==> config.mk <==
export PLATFORM = sky130hd
export DESIGN_NAME = cru_peri_clkrst_ch_flat
export DESIGN_NICKNAME = d
export VERILOG_FILES = /design/src/rtl/cru_peri_clkrst_ch_if.sv /design/src/rtl/cru_peri_clkrst_ch.sv /design/src/flat_wrapper.sv
export SDC_FILE = /design/constraint.sdc
export NUM_CORES = 1
export LEC_CHECK = 0
export ABC_AREA = 1
export CAP_MARGIN = 25
export CORE_MARGIN = 1
export CORE_UTILIZATION = 30
export CTS_BUF_LIST = sky130_fd_sc_hd__clkbuf_4
export DETAILED_ROUTE_END_ITERATION = 10
export GPL_TIMING_DRIVEN = 0
export PLACE_DENSITY = 0.58
export SETUP_SLACK_MARGIN = 0.02
export SLEW_MARGIN = 20
export SYNTH_ARGS = -nofsm -noshare
export SYNTH_HDL_FRONTEND = slang
export SYNTH_HIERARCHICAL = 1
export SYNTH_SLANG_ARGS = --single-unit
export TNS_END_PERCENT = 50
==> constraint.sdc <==
create_clock -name clk -period 2.5 [get_ports clk]
set_input_delay 0.5 -clock clk [delete_from_list [all_inputs] [get_ports clk]]
set_output_delay 0.5 -clock clk [all_outputs]
set_load 0.03 [all_outputs]
==> src/rtl/cru_peri_clkrst_ch_if.sv <==
// Configuration write port of the peri CRU channel bank.
// With CRU_PERI_ERR_EN defined the port also carries the cfg_err pulse.
interface cru_peri_clkrst_ch_if #(
    parameter int NCH   = 4,
    parameter int DIV_W = 8,
    parameter int CH_W  = (NCH > 1) ? $clog2(NCH) : 1
);
    logic             cfg_wr;
    logic [CH_W-1:0]  cfg_ch;
    logic [DIV_W-1:0] cfg_div;
    logic             cfg_gate;
    logic             cfg_srst;
    logic             cfg_rdy;
`ifdef CRU_PERI_ERR_EN
    logic             cfg_err;

    modport master (output cfg_wr, cfg_ch, cfg_div, cfg_gate, cfg_srst,
                    input  cfg_rdy, cfg_err);
    modport slave  (input  cfg_wr, cfg_ch, cfg_div, cfg_gate, cfg_srst,
                    output cfg_rdy, cfg_err);
`else
    modport master (output cfg_wr, cfg_ch, cfg_div, cfg_gate, cfg_srst,
                    input  cfg_rdy);
    modport slave  (input  cfg_wr, cfg_ch, cfg_div, cfg_gate, cfg_srst,
                    output cfg_rdy);
`endif
endinterface

==> src/rtl/cru_peri_clkrst_ch.sv <==
// Peri CRU channel bank: NCH channels, each with an integer divider
// (enable strobe + registered divided clock level), a glitch-free gate and
// a soft-reset sequencer releasing reset aligned to the divided clock.
// Optional feature macro: CRU_PERI_ERR_EN (adds the cfg_err pulse).

// One channel: divider, gate, pending-config register and reset sequencer.
module cru_peri_clkrst_lane #(
    parameter int DIV_W    = 8,
    parameter int DIV_DEF  = 0,
    parameter int HOLD_CYC = 16
) (
    input  logic             clk,
    input  logic             rst,
    input  logic             wr,        // accepted write aimed at this channel
    input  logic [DIV_W-1:0] wdiv,
    input  logic             wgate,
    input  logic             wsrst,
    output logic             pend,
    output logic             idle,
    output logic             en,
    output logic             div_clk,
    output logic             lane_rst,
    output logic             done
);
    localparam int HW = (HOLD_CYC > 1) ? $clog2(HOLD_CYC) : 1;

    typedef enum logic [1:0] {S_IDLE, S_ASSERT, S_RELEASE, S_DONE} state_t;

    logic [DIV_W-1:0] cnt, div, pend_div;
    logic             gate, pend_gate;
    logic             wrap, upd, gate_n, clk_n;
    logic [DIV_W-1:0] cnt_n, div_n, half;
    logic [DIV_W:0]   ratio_n;

    state_t           state, state_n;
    logic [HW-1:0]    hold, hold_n;

    // Divider next state; pending config lands at wrap, or at once while gated.
    always_comb begin
        wrap    = ~gate & (cnt == div);
        upd     = pend & (gate | wrap);
        div_n   = upd ? pend_div  : div;
        gate_n  = upd ? pend_gate : gate;
        cnt_n   = (gate | wrap) ? '0 : cnt + DIV_W'(1);
        ratio_n = {1'b0, div_n} + (DIV_W+1)'(1);
        half    = DIV_W'(ratio_n >> 1);
        clk_n   = ~gate_n & (cnt_n >= half);
    end

    // Divider, gate and pending-config registers.
    always_ff @(posedge clk or posedge rst) begin
        if (rst) begin
            cnt       <= '0;
            div       <= DIV_W'(DIV_DEF);
            gate      <= 1'b0;
            pend      <= 1'b0;
            pend_div  <= DIV_W'(DIV_DEF);
            pend_gate <= 1'b0;
            en        <= 1'b0;
            div_clk   <= 1'b0;
        end else begin
            cnt     <= cnt_n;
            div     <= div_n;
            gate    <= gate_n;
            en      <= wrap;
            div_clk <= clk_n;
            // wr only happens with pend clear, upd only with pend set
            if (upd) pend <= 1'b0;
            if (wr) begin
                pend      <= 1'b1;
                pend_div  <= wdiv;
                pend_gate <= wgate;
            end
        end
    end

    // Reset sequencer state register; rst parks every channel in ASSERT.
    always_ff @(posedge clk or posedge rst) begin
        if (rst) begin
            state <= S_ASSERT;
            hold  <= '0;
        end else begin
            state <= state_n;
            hold  <= hold_n;
        end
    end

    // Reset sequencer next state and Moore outputs.
    always_comb begin
        state_n  = state;
        hold_n   = hold;
        lane_rst = 1'b0;
        done     = 1'b0;
        case (state)
            S_IDLE: begin
                if (wr & wsrst) begin
                    state_n = S_ASSERT;
                    hold_n  = '0;
                end
            end
            S_ASSERT: begin
                lane_rst = 1'b1;
                if (hold == HW'(HOLD_CYC - 1)) begin
                    state_n = S_RELEASE;
                    hold_n  = '0;
                end else begin
                    hold_n = hold + HW'(1);
                end
            end
            S_RELEASE: begin
                lane_rst = 1'b1;
                // a gated channel never strobes, so release right away
                if (en | gate) state_n = S_DONE;
            end
            default: begin
                done    = 1'b1;
                state_n = S_IDLE;
            end
        endcase
    end

    assign idle = (state == S_IDLE);
endmodule

// Channel bank top: config decode and per-channel lane array.
module cru_peri_clkrst_ch #(
    parameter int NCH      = 4,
    parameter int DIV_W    = 8,
    parameter int DIV_DEF  = 0,
    parameter int HOLD_CYC = 16
) (
    input  logic                   clk,
    input  logic                   rst,
    cru_peri_clkrst_ch_if.slave    cfg,
    output logic [NCH-1:0]         ch_en,
    output logic [NCH-1:0]         ch_clk,
    output logic [NCH-1:0]         ch_rst,
    output logic [NCH-1:0]         ch_rst_done
);
    localparam int CH_W = (NCH > 1) ? $clog2(NCH) : 1;

    logic           oob, sel_pend, rdy, acc;
    logic [NCH-1:0] pend, idle, wr;

    assign oob = ({{(32-CH_W){1'b0}}, cfg.cfg_ch} >= 32'(NCH));

    // Pick the addressed channel's pending flag; out-of-range never stalls.
    always_comb begin
        sel_pend = 1'b0;
        for (int i = 0; i < NCH; i++)
            if (!oob && cfg.cfg_ch == CH_W'(i)) sel_pend = pend[i];
    end

    assign rdy         = oob | ~sel_pend;
    assign cfg.cfg_rdy = rdy;
    assign acc         = cfg.cfg_wr & rdy;

    // One-hot accepted-write strobe per channel; out-of-range writes vanish.
    always_comb begin
        wr = '0;
        for (int i = 0; i < NCH; i++)
            wr[i] = acc & ~oob & (cfg.cfg_ch == CH_W'(i));
    end

    for (genvar g = 0; g < NCH; g++) begin : g_lane
        cru_peri_clkrst_lane #(
            .DIV_W   (DIV_W),
            .DIV_DEF (DIV_DEF),
            .HOLD_CYC(HOLD_CYC)
        ) u_lane (
            .clk     (clk),
            .rst     (rst),
            .wr      (wr[g]),
            .wdiv    (cfg.cfg_div),
            .wgate   (cfg.cfg_gate),
            .wsrst   (cfg.cfg_srst),
            .pend    (pend[g]),
            .idle    (idle[g]),
            .en      (ch_en[g]),
            .div_clk (ch_clk[g]),
            .lane_rst(ch_rst[g]),
            .done    (ch_rst_done[g])
        );
    end

`ifdef CRU_PERI_ERR_EN
    logic sel_idle, err;

    // Addressed channel's sequencer idle flag, for dropped-srst detection.
    always_comb begin
        sel_idle = 1'b1;
        for (int i = 0; i < NCH; i++)
            if (!oob && cfg.cfg_ch == CH_W'(i)) sel_idle = idle[i];
    end

    // Error pulse one cycle after an out-of-range write or a dropped srst.
    always_ff @(posedge clk or posedge rst) begin
        if (rst) err <= 1'b0;
        else     err <= acc & (oob | (cfg.cfg_srst & ~sel_idle));
    end

    assign cfg.cfg_err = err;
`else
    // idle is only consumed by the error logic
    logic unused_idle;
    assign unused_idle = ^idle;
`endif
endmodule
==> src/flat_wrapper.sv <==
// flat-port wrapper written by rule: the top's interface ports become plain ports
module cru_peri_clkrst_ch_flat 
#(
    parameter int NCH      = 4,
    parameter int DIV_W    = 8,
    parameter int DIV_DEF  = 0,
    parameter int HOLD_CYC = 16
)
  (clk, rst, ch_en, ch_clk, ch_rst, ch_rst_done, cfg_cfg_wr, cfg_cfg_ch, cfg_cfg_div, cfg_cfg_gate, cfg_cfg_srst, cfg_cfg_rdy);
  cru_peri_clkrst_ch_if #(.NCH(NCH), .DIV_W(DIV_W)) cfg_i ();
  input  logic clk;
  input  logic rst;
  output logic [NCH-1:0] ch_en;
  output logic [NCH-1:0] ch_clk;
  output logic [NCH-1:0] ch_rst;
  output logic [NCH-1:0] ch_rst_done;
  input wire logic [$bits(cfg_i.cfg_wr)-1:0] cfg_cfg_wr;
  input wire logic [$bits(cfg_i.cfg_ch)-1:0] cfg_cfg_ch;
  input wire logic [$bits(cfg_i.cfg_div)-1:0] cfg_cfg_div;
  input wire logic [$bits(cfg_i.cfg_gate)-1:0] cfg_cfg_gate;
  input wire logic [$bits(cfg_i.cfg_srst)-1:0] cfg_cfg_srst;
  output wire logic [$bits(cfg_i.cfg_rdy)-1:0] cfg_cfg_rdy;
  assign cfg_i.cfg_wr = cfg_cfg_wr;
  assign cfg_i.cfg_ch = cfg_cfg_ch;
  assign cfg_i.cfg_div = cfg_cfg_div;
  assign cfg_i.cfg_gate = cfg_cfg_gate;
  assign cfg_i.cfg_srst = cfg_cfg_srst;
  assign cfg_cfg_rdy = cfg_i.cfg_rdy;
  cru_peri_clkrst_ch #(.NCH(NCH), .DIV_W(DIV_W), .DIV_DEF(DIV_DEF), .HOLD_CYC(HOLD_CYC)) u_core (.clk(clk), .rst(rst), .cfg(cfg_i), .ch_en(ch_en), .ch_clk(ch_clk), .ch_rst(ch_rst), .ch_rst_done(ch_rst_done));
endmodule
======== Yosys cells after proc, flatten, opt, wreduce, memory -nomap -nowiden ========
Index checks and enable logic that the tools add are counted.
storage, ports and cells
  output and inout port bits .............. 17
  bits of input ports ..................... 15
  logic and storage cells ................. 214
  bits in registers ....................... 140
cells by class
  reductions and logical operators ........ 29
  $lt $le $gt $ge ......................... 4
  equality and inequality tests ........... 31
  add/subtract/negate cells ............... 12
  bitwise logic cells ..................... 38
  mux-type cells .......................... 60
operator list
  operator             count
  $mux 8               8
  $add 8x1->9 const B  4
  $add 8x1->8 const B  4
  $eq 8x8->1           4
  $ge 8x8->1           4
  $mux 4               8
  $pmux 4 s2           4
  $mux 1               24
  $mux 2               12
  $pmux 2 s3           4
  $and 1x1->1          21
  $add 4x1->4 const B  4
  $eq 4x4->1 const B   4
  $ne 2x2->1 const B   8
  $reduce_bool 2->1    8
  $eq 2x2->1 const B   6
  $reduce_and 3->1     4
  $reduce_or 3->1      4
  $eq 2x1->1 const B   5
  $logic_not 2->1      5
  $not 1->1            9
  $ne 2x1->1 const B   4
  $or 1x1->1           8
  $reduce_and 2->1     4
  $reduce_or 2->1      4

======== Longest topological paths before layout ========
  depth in word-level cells ............... 11
  depth in mapped cells ................... 22
  mapped depth without buffers ............ 21

======== Modules after synthesis ========
Netlist, hierarchy kept.
by module, submodules not included
  module                area each (um^2)  times used  cells an instance
  cru_peri_clkrst_lane  2064.5            4           229
  cru_peri_clkrst_ch    80.1              1           17

======== Worst setup path after synthesis ========
Ideal clock, no wire load.
  path kind ............................... reg-to-reg
  start point ............................. register u_core.g_lane[0].u_lane.cnt[5]
  end point ............................... register u_core.g_lane[0].u_lane.div_clk
  cell stages (with the launch flop) ...... 21
  data arrival time ....................... 2.326 ns
  clock period less this slack ............ 2.454 ns
  setup slack ............................. 0.046 ns
  required time ........................... 2.372 ns
  cells stage by stage .................... dfrtp_1 > inv_1 > nand2_1 > nand2_1 > nand2_1 > nor2_1 > nand2_2 > nand2_4 > nand2_4 > buf_6 > nand2_2 > nand2_2 > ha_1 > nand2_1 > nor2_2 > xnor2_1 > ha_1 > a21oi_1 > o21ai_0 > a21oi_1 > a21oi_1
on the way
  word-level cells in the longest chain between the ends .. 8
RTL lines
  what                                  line                      source
  start, declared                       cru_peri_clkrst_ch.sv:29  logic [DIV_W-1:0] cnt, div, pend_div;
  start signal, assigned                cru_peri_clkrst_ch.sv:62  cnt <= cnt_n;
  $eq 8x8->1                            cru_peri_clkrst_ch.sv:40  wrap = ~gate & (cnt == div);
  $and 1x1->1                           cru_peri_clkrst_ch.sv:40
  $or 1x1->1                            cru_peri_clkrst_ch.sv:41  upd = pend & (gate | wrap);
  $and 1x1->1                           cru_peri_clkrst_ch.sv:41
  $mux 8                                cru_peri_clkrst_ch.sv:42  div_n = upd ? pend_div : div;
  via u_core.g_lane[0].u_lane.div_n[0]  cru_peri_clkrst_ch.sv:32  logic [DIV_W-1:0] cnt_n, div_n, half;
  $add 8x1->9                           cru_peri_clkrst_ch.sv:45  ratio_n = {1'b0, div_n} + (DIV_W+1)'(1);
  $ge 8x8->1                            cru_peri_clkrst_ch.sv:47  clk_n = ~gate_n & (cnt_n >= half);
  $and 1x1->1                           cru_peri_clkrst_ch.sv:47
  via u_core.g_lane[0].u_lane.clk_n     cru_peri_clkrst_ch.sv:31  logic wrap, upd, gate_n, clk_n;
  end signal, assigned                  cru_peri_clkrst_ch.sv:66  div_clk <= clk_n;
  end, declared                         cru_peri_clkrst_ch.sv:21  output logic div_clk,
The timed path passes the listed nets, and every way through them passes these cells.
A chain may end at the register's enable or synchronous reset.

======== Worst setup path in the final report ========
  start point ............................. register u_core.g_lane[1].u_lane.cnt[4]
  end point ............................... register u_core.g_lane[1].u_lane.div_clk
on the way
  word-level cells in the longest chain between the ends .. 8
RTL lines
  what                                  line
  start, declared                       cru_peri_clkrst_ch.sv:29
  start signal, assigned                cru_peri_clkrst_ch.sv:62
  $eq 8x8->1                            cru_peri_clkrst_ch.sv:40
  $and 1x1->1                           cru_peri_clkrst_ch.sv:40
  $or 1x1->1                            cru_peri_clkrst_ch.sv:41
  $and 1x1->1                           cru_peri_clkrst_ch.sv:41
  $mux 8                                cru_peri_clkrst_ch.sv:42
  via u_core.g_lane[1].u_lane.div_n[4]  cru_peri_clkrst_ch.sv:32
  $add 8x1->9                           cru_peri_clkrst_ch.sv:45
  $ge 8x8->1                            cru_peri_clkrst_ch.sv:47
  $and 1x1->1                           cru_peri_clkrst_ch.sv:47
  via u_core.g_lane[1].u_lane.clk_n     cru_peri_clkrst_ch.sv:31
  end signal, assigned                  cru_peri_clkrst_ch.sv:66
  end, declared                         cru_peri_clkrst_ch.sv:21
The timed path passes the listed nets, and every way through them passes these cells.

==> impl_results.md <==
- DR iter-0 viols: 249
- Area Overhead vs Synth: 23.1%
- Aggregate negative setup slack: -392 ps
- Avg Cell Area, Syn: 8.94 um2
- Mapped Cells: 933
- Actual slew at the worst max-slew pin: 757 ps
- Post-synthesis register bit count: 140
- CTS tree: done
- Residual DRC: 0
- Commonest cells after routing, fill and taps aside: nand2_1 (166), dfrtp_1 (136), inv_1 (99), nor2_1 (63), ha_1 (56)
- Post-synthesis cell type count: 32
- Fraction of layout cells with a size suffix above 1: 0.292
- IO Port Bufs: 31
- Unrepaired setup endpoints after global routing: true
- Design Area, Final: 10300 um2
- Part of the power in registers: 0.317
- Largest buffer count on any clock path: 2
- Clk_skew: 16.0 ps
- TritonRoute pass-1 iters: 6
- Overflow after GRT: 0
- Post-Syn Area: 8340 um2
- Worst endpoint required time: 2900 ps
- Pwr/cell area: 1150 nW/um2
- Initial antenna violation count: 0
- CP endpoint kind: flop
- Clock root cell: clkbuf_4
- Total Wirelength: 17800 um
- Final Hold Fails: 0
- Int Pwr: 6.54 mW
- Hold buffer count at CTS: 0
- Fin nets: 1120
- IO Pins: 32
- Slowest CP cell: dfrtp_1
- Crit Path Category: reg2reg
- Crit path largest cell delay: 420 ps
- Largest net degree at the start of global routing: 36
- Sequence of cells on the critical path: inv_2, nand2_1, nand2_1, nand2_1, nor2_2, nand2_2, nand2_4, buf_6, buf_4, nand3_2, nand2_4, nand2_4, nor2_4, nand4_1, ha_1, a21oi_1, o21ai_1, a21oi_1, a21oi_2
- Die area: 28500 um2
- Via density: 4.37
- Worst setup SP type: flop
- Max Cap Viol: 0
- HP Class: reg2reg
- CTS sink cnt: 140
- Clock latency on the worst-skew pair: 540 ps
- Critical path peak fanout: 4
- Outcome: complete, but fails checks
- Clock power frac: 0.130
- Initial Util: 0.308
- Core area: 27100 um2
- First-pass GRT wire length: 29100 um
- # H-tree levels: 4
- VDD IR max: 0.000360 V
- Net switching component of the power: 5.28 mW
- Fin crit period: 2660 ps
- Post-DRT Antenna Nets: 0
- Die height: 169 um
- Die Width: 169 um
- Area leader, netlist: dfrtp_1
- Net Count, Synth: 1012
- Routed len/inst: 12.5 um
- Sw frac: 0.447
- TritonCTS buffer count: 17
- WP data arrival: 3070 ps
- Combinational power share: 0.554
- Placed cell area: 9140 um2
- Vias in the first global route: 6007
- Setup ws final: -164 ps
- Rows: 60
- Cell family with most CP delay: simple AND/OR/NAND/NOR gates
- Yosys top cell area share: 0.408
- Synth area leaders: dfrtp_1 (41%), ha_1 (9.6%), nand2_1 (7.8%)
- HPWL Detailed: 12700 um
- Routed via count: 6232
- Finished Core Util: 0.379
- Sequential cell area fraction in the yosys report: 0.421
- GP Congestion: 0.758
- Failing checks: setup timing
- Leading cell type in the layout, fill and taps excluded: nand2_1
- Leakage power: 4.91 nW
- Clk pin slew, worst setup/hold paths: 120 ps
- GRT Util Overall: 0.129
- CP bufs+invs: 3
- Period utilisation layout: 1.07
- Inserted Diodes: 0
- Slew Limit Fails: 0
- Max_slew headroom: 0.495
- Max Freq: 375 MHz
- Tot Pwr: 11.8 mW
- Final setup viols: 4
- Synthesis Warnings: 6
-- worst register-to-register path: cells and delay by family, from the launching register on --
family	cells	cell delay, ps
AO/OA/AOI/OAI	4	460
adder cells (fa/ha/maj)	1	340
buffers and inverters	3	290
flip-flops	1	420
AND/OR/NAND/NOR	11	1040
-- cell families after synthesis --
group           synth area share
mux                       0.0432
compound gates            0.0684
fa+ha+maj                 0.0960
buf+inv                   0.0699
simple gates               0.252
flops                      0.421
xor+xnor                  0.0498
-- what timing repair did --
item,CTS,global route
endpoints found under the setup margin,13,16
buffers inserted,36,21
resized for setup,62,56
cloned,0,0
pin swaps,48,44
-- power by group through the flow --
stage / logic, mW / registers, mW / clock network [mW]
5_1_grt: 7.41 / 3.85 / 1.69
2_1_floorplan: 4.46 / 3.65 / 0
3_5_place_dp: 5.57 / 3.79 / 0
4_1_cts: 6.16 / 3.73 / 1.60
3_3_place_gp: 5.43 / 3.79 / 0
6_report: 6.55 / 3.74 / 1.54
-- path summary, 6_finish.rpt --
| check | from | slack, ps | endpoint | depth (start not counted) |
|---|---|---|---|---|
| min in group asynchronous | rst | 490 | u_core/g_lane[0].u_lane/cnt[6] | 2 |
| hold reg to reg | u_core/g_lane[2].u_lane/gate | 480 | u_core/g_lane[2].u_lane/en | 1 |
| max in group asynchronous | rst | 1390 | u_core/g_lane[1].u_lane/hold[0] | 2 |
| hold / removal | u_core/g_lane[2].u_lane/gate | 480 | u_core/g_lane[2].u_lane/en | 1 |
| setup / recovery | u_core/g_lane[1].u_lane/cnt[4] | -160 | u_core/g_lane[1].u_lane/div_clk | 19 |
| setup reg to reg | u_core/g_lane[1].u_lane/cnt[4] | -160 | u_core/g_lane[1].u_lane/div_clk | 19 |
-- routing by layer --
layer	vias up	wire (um)	GRT usage
li1	3219	-	-
met1	2957	8510	0.165
met2	47	8750	0.224
met3	9	385	0.0288
met4	0	116	0.0273
met5	-	0	0
-- through the flow --
| step | setup slack (ps) | instances | hold slack [ps] |
|---|---|---|---|
| after floorplan | 45.9 | 933 | 446 |
| after global placement | -627 | 1336 | 476 |
| after detailed placement | -658 | 1337 | 476 |
| after CTS | -179 | 1405 | 489 |
| after global routing | -344 | 1426 | 493 |
| final | -164 | 1426 | 480 |
-- synth_stat cells --
library cell / n
nor2_1: 73
nor3_1: 12
nand2_1: 174
inv_2: 16
nand3_1: 46
o21ai_0: 37
buf_2: 4
buf_6: 8
xor2_1: 8
mux2_2: 32
nand2_2: 39
clkbuf_1: 4
a211oi_1: 4
a31o_2: 4
nand2_4: 28
xor2_2: 4
or2_2: 1
nor2_2: 12
dfstp_2: 4
ha_1: 64
nand3_2: 8
a22oi_1: 4
and3_1: 4
dfrtp_1: 136
or2_0: 1
a21oi_1: 48
o21a_1: 4
nor2_8: 4
xnor2_1: 32
inv_1: 106
o21ai_1: 4
nand4_1: 8
-- flip-flops by register name, indices dropped and copies added, names as in the netlist --
name                            flops
u_core/g_lane.u_lane/cnt           32
u_core/g_lane.u_lane/div           32
u_core/g_lane.u_lane/pend_div      32
u_core/g_lane.u_lane/hold          16
u_core/g_lane.u_lane/state          8
u_core/g_lane.u_lane/div_clk        4
u_core/g_lane.u_lane/en             4
u_core/g_lane.u_lane/gate           4
u_core/g_lane.u_lane/pend           4
u_core/g_lane.u_lane/pend_gate      4
-- layout make-up --
class                      instances  area [um2]
buffer                            16         151
clock inverter                    14         153
multi-input combinational        655        4630
tap                              372         465
sequential                       140        3510
inverter                         122         463
clock buffer                      18         135
fill                            2720       16800
timing repair buffer              89         764
Note: power is estimated with default switching activity, not from simulation.
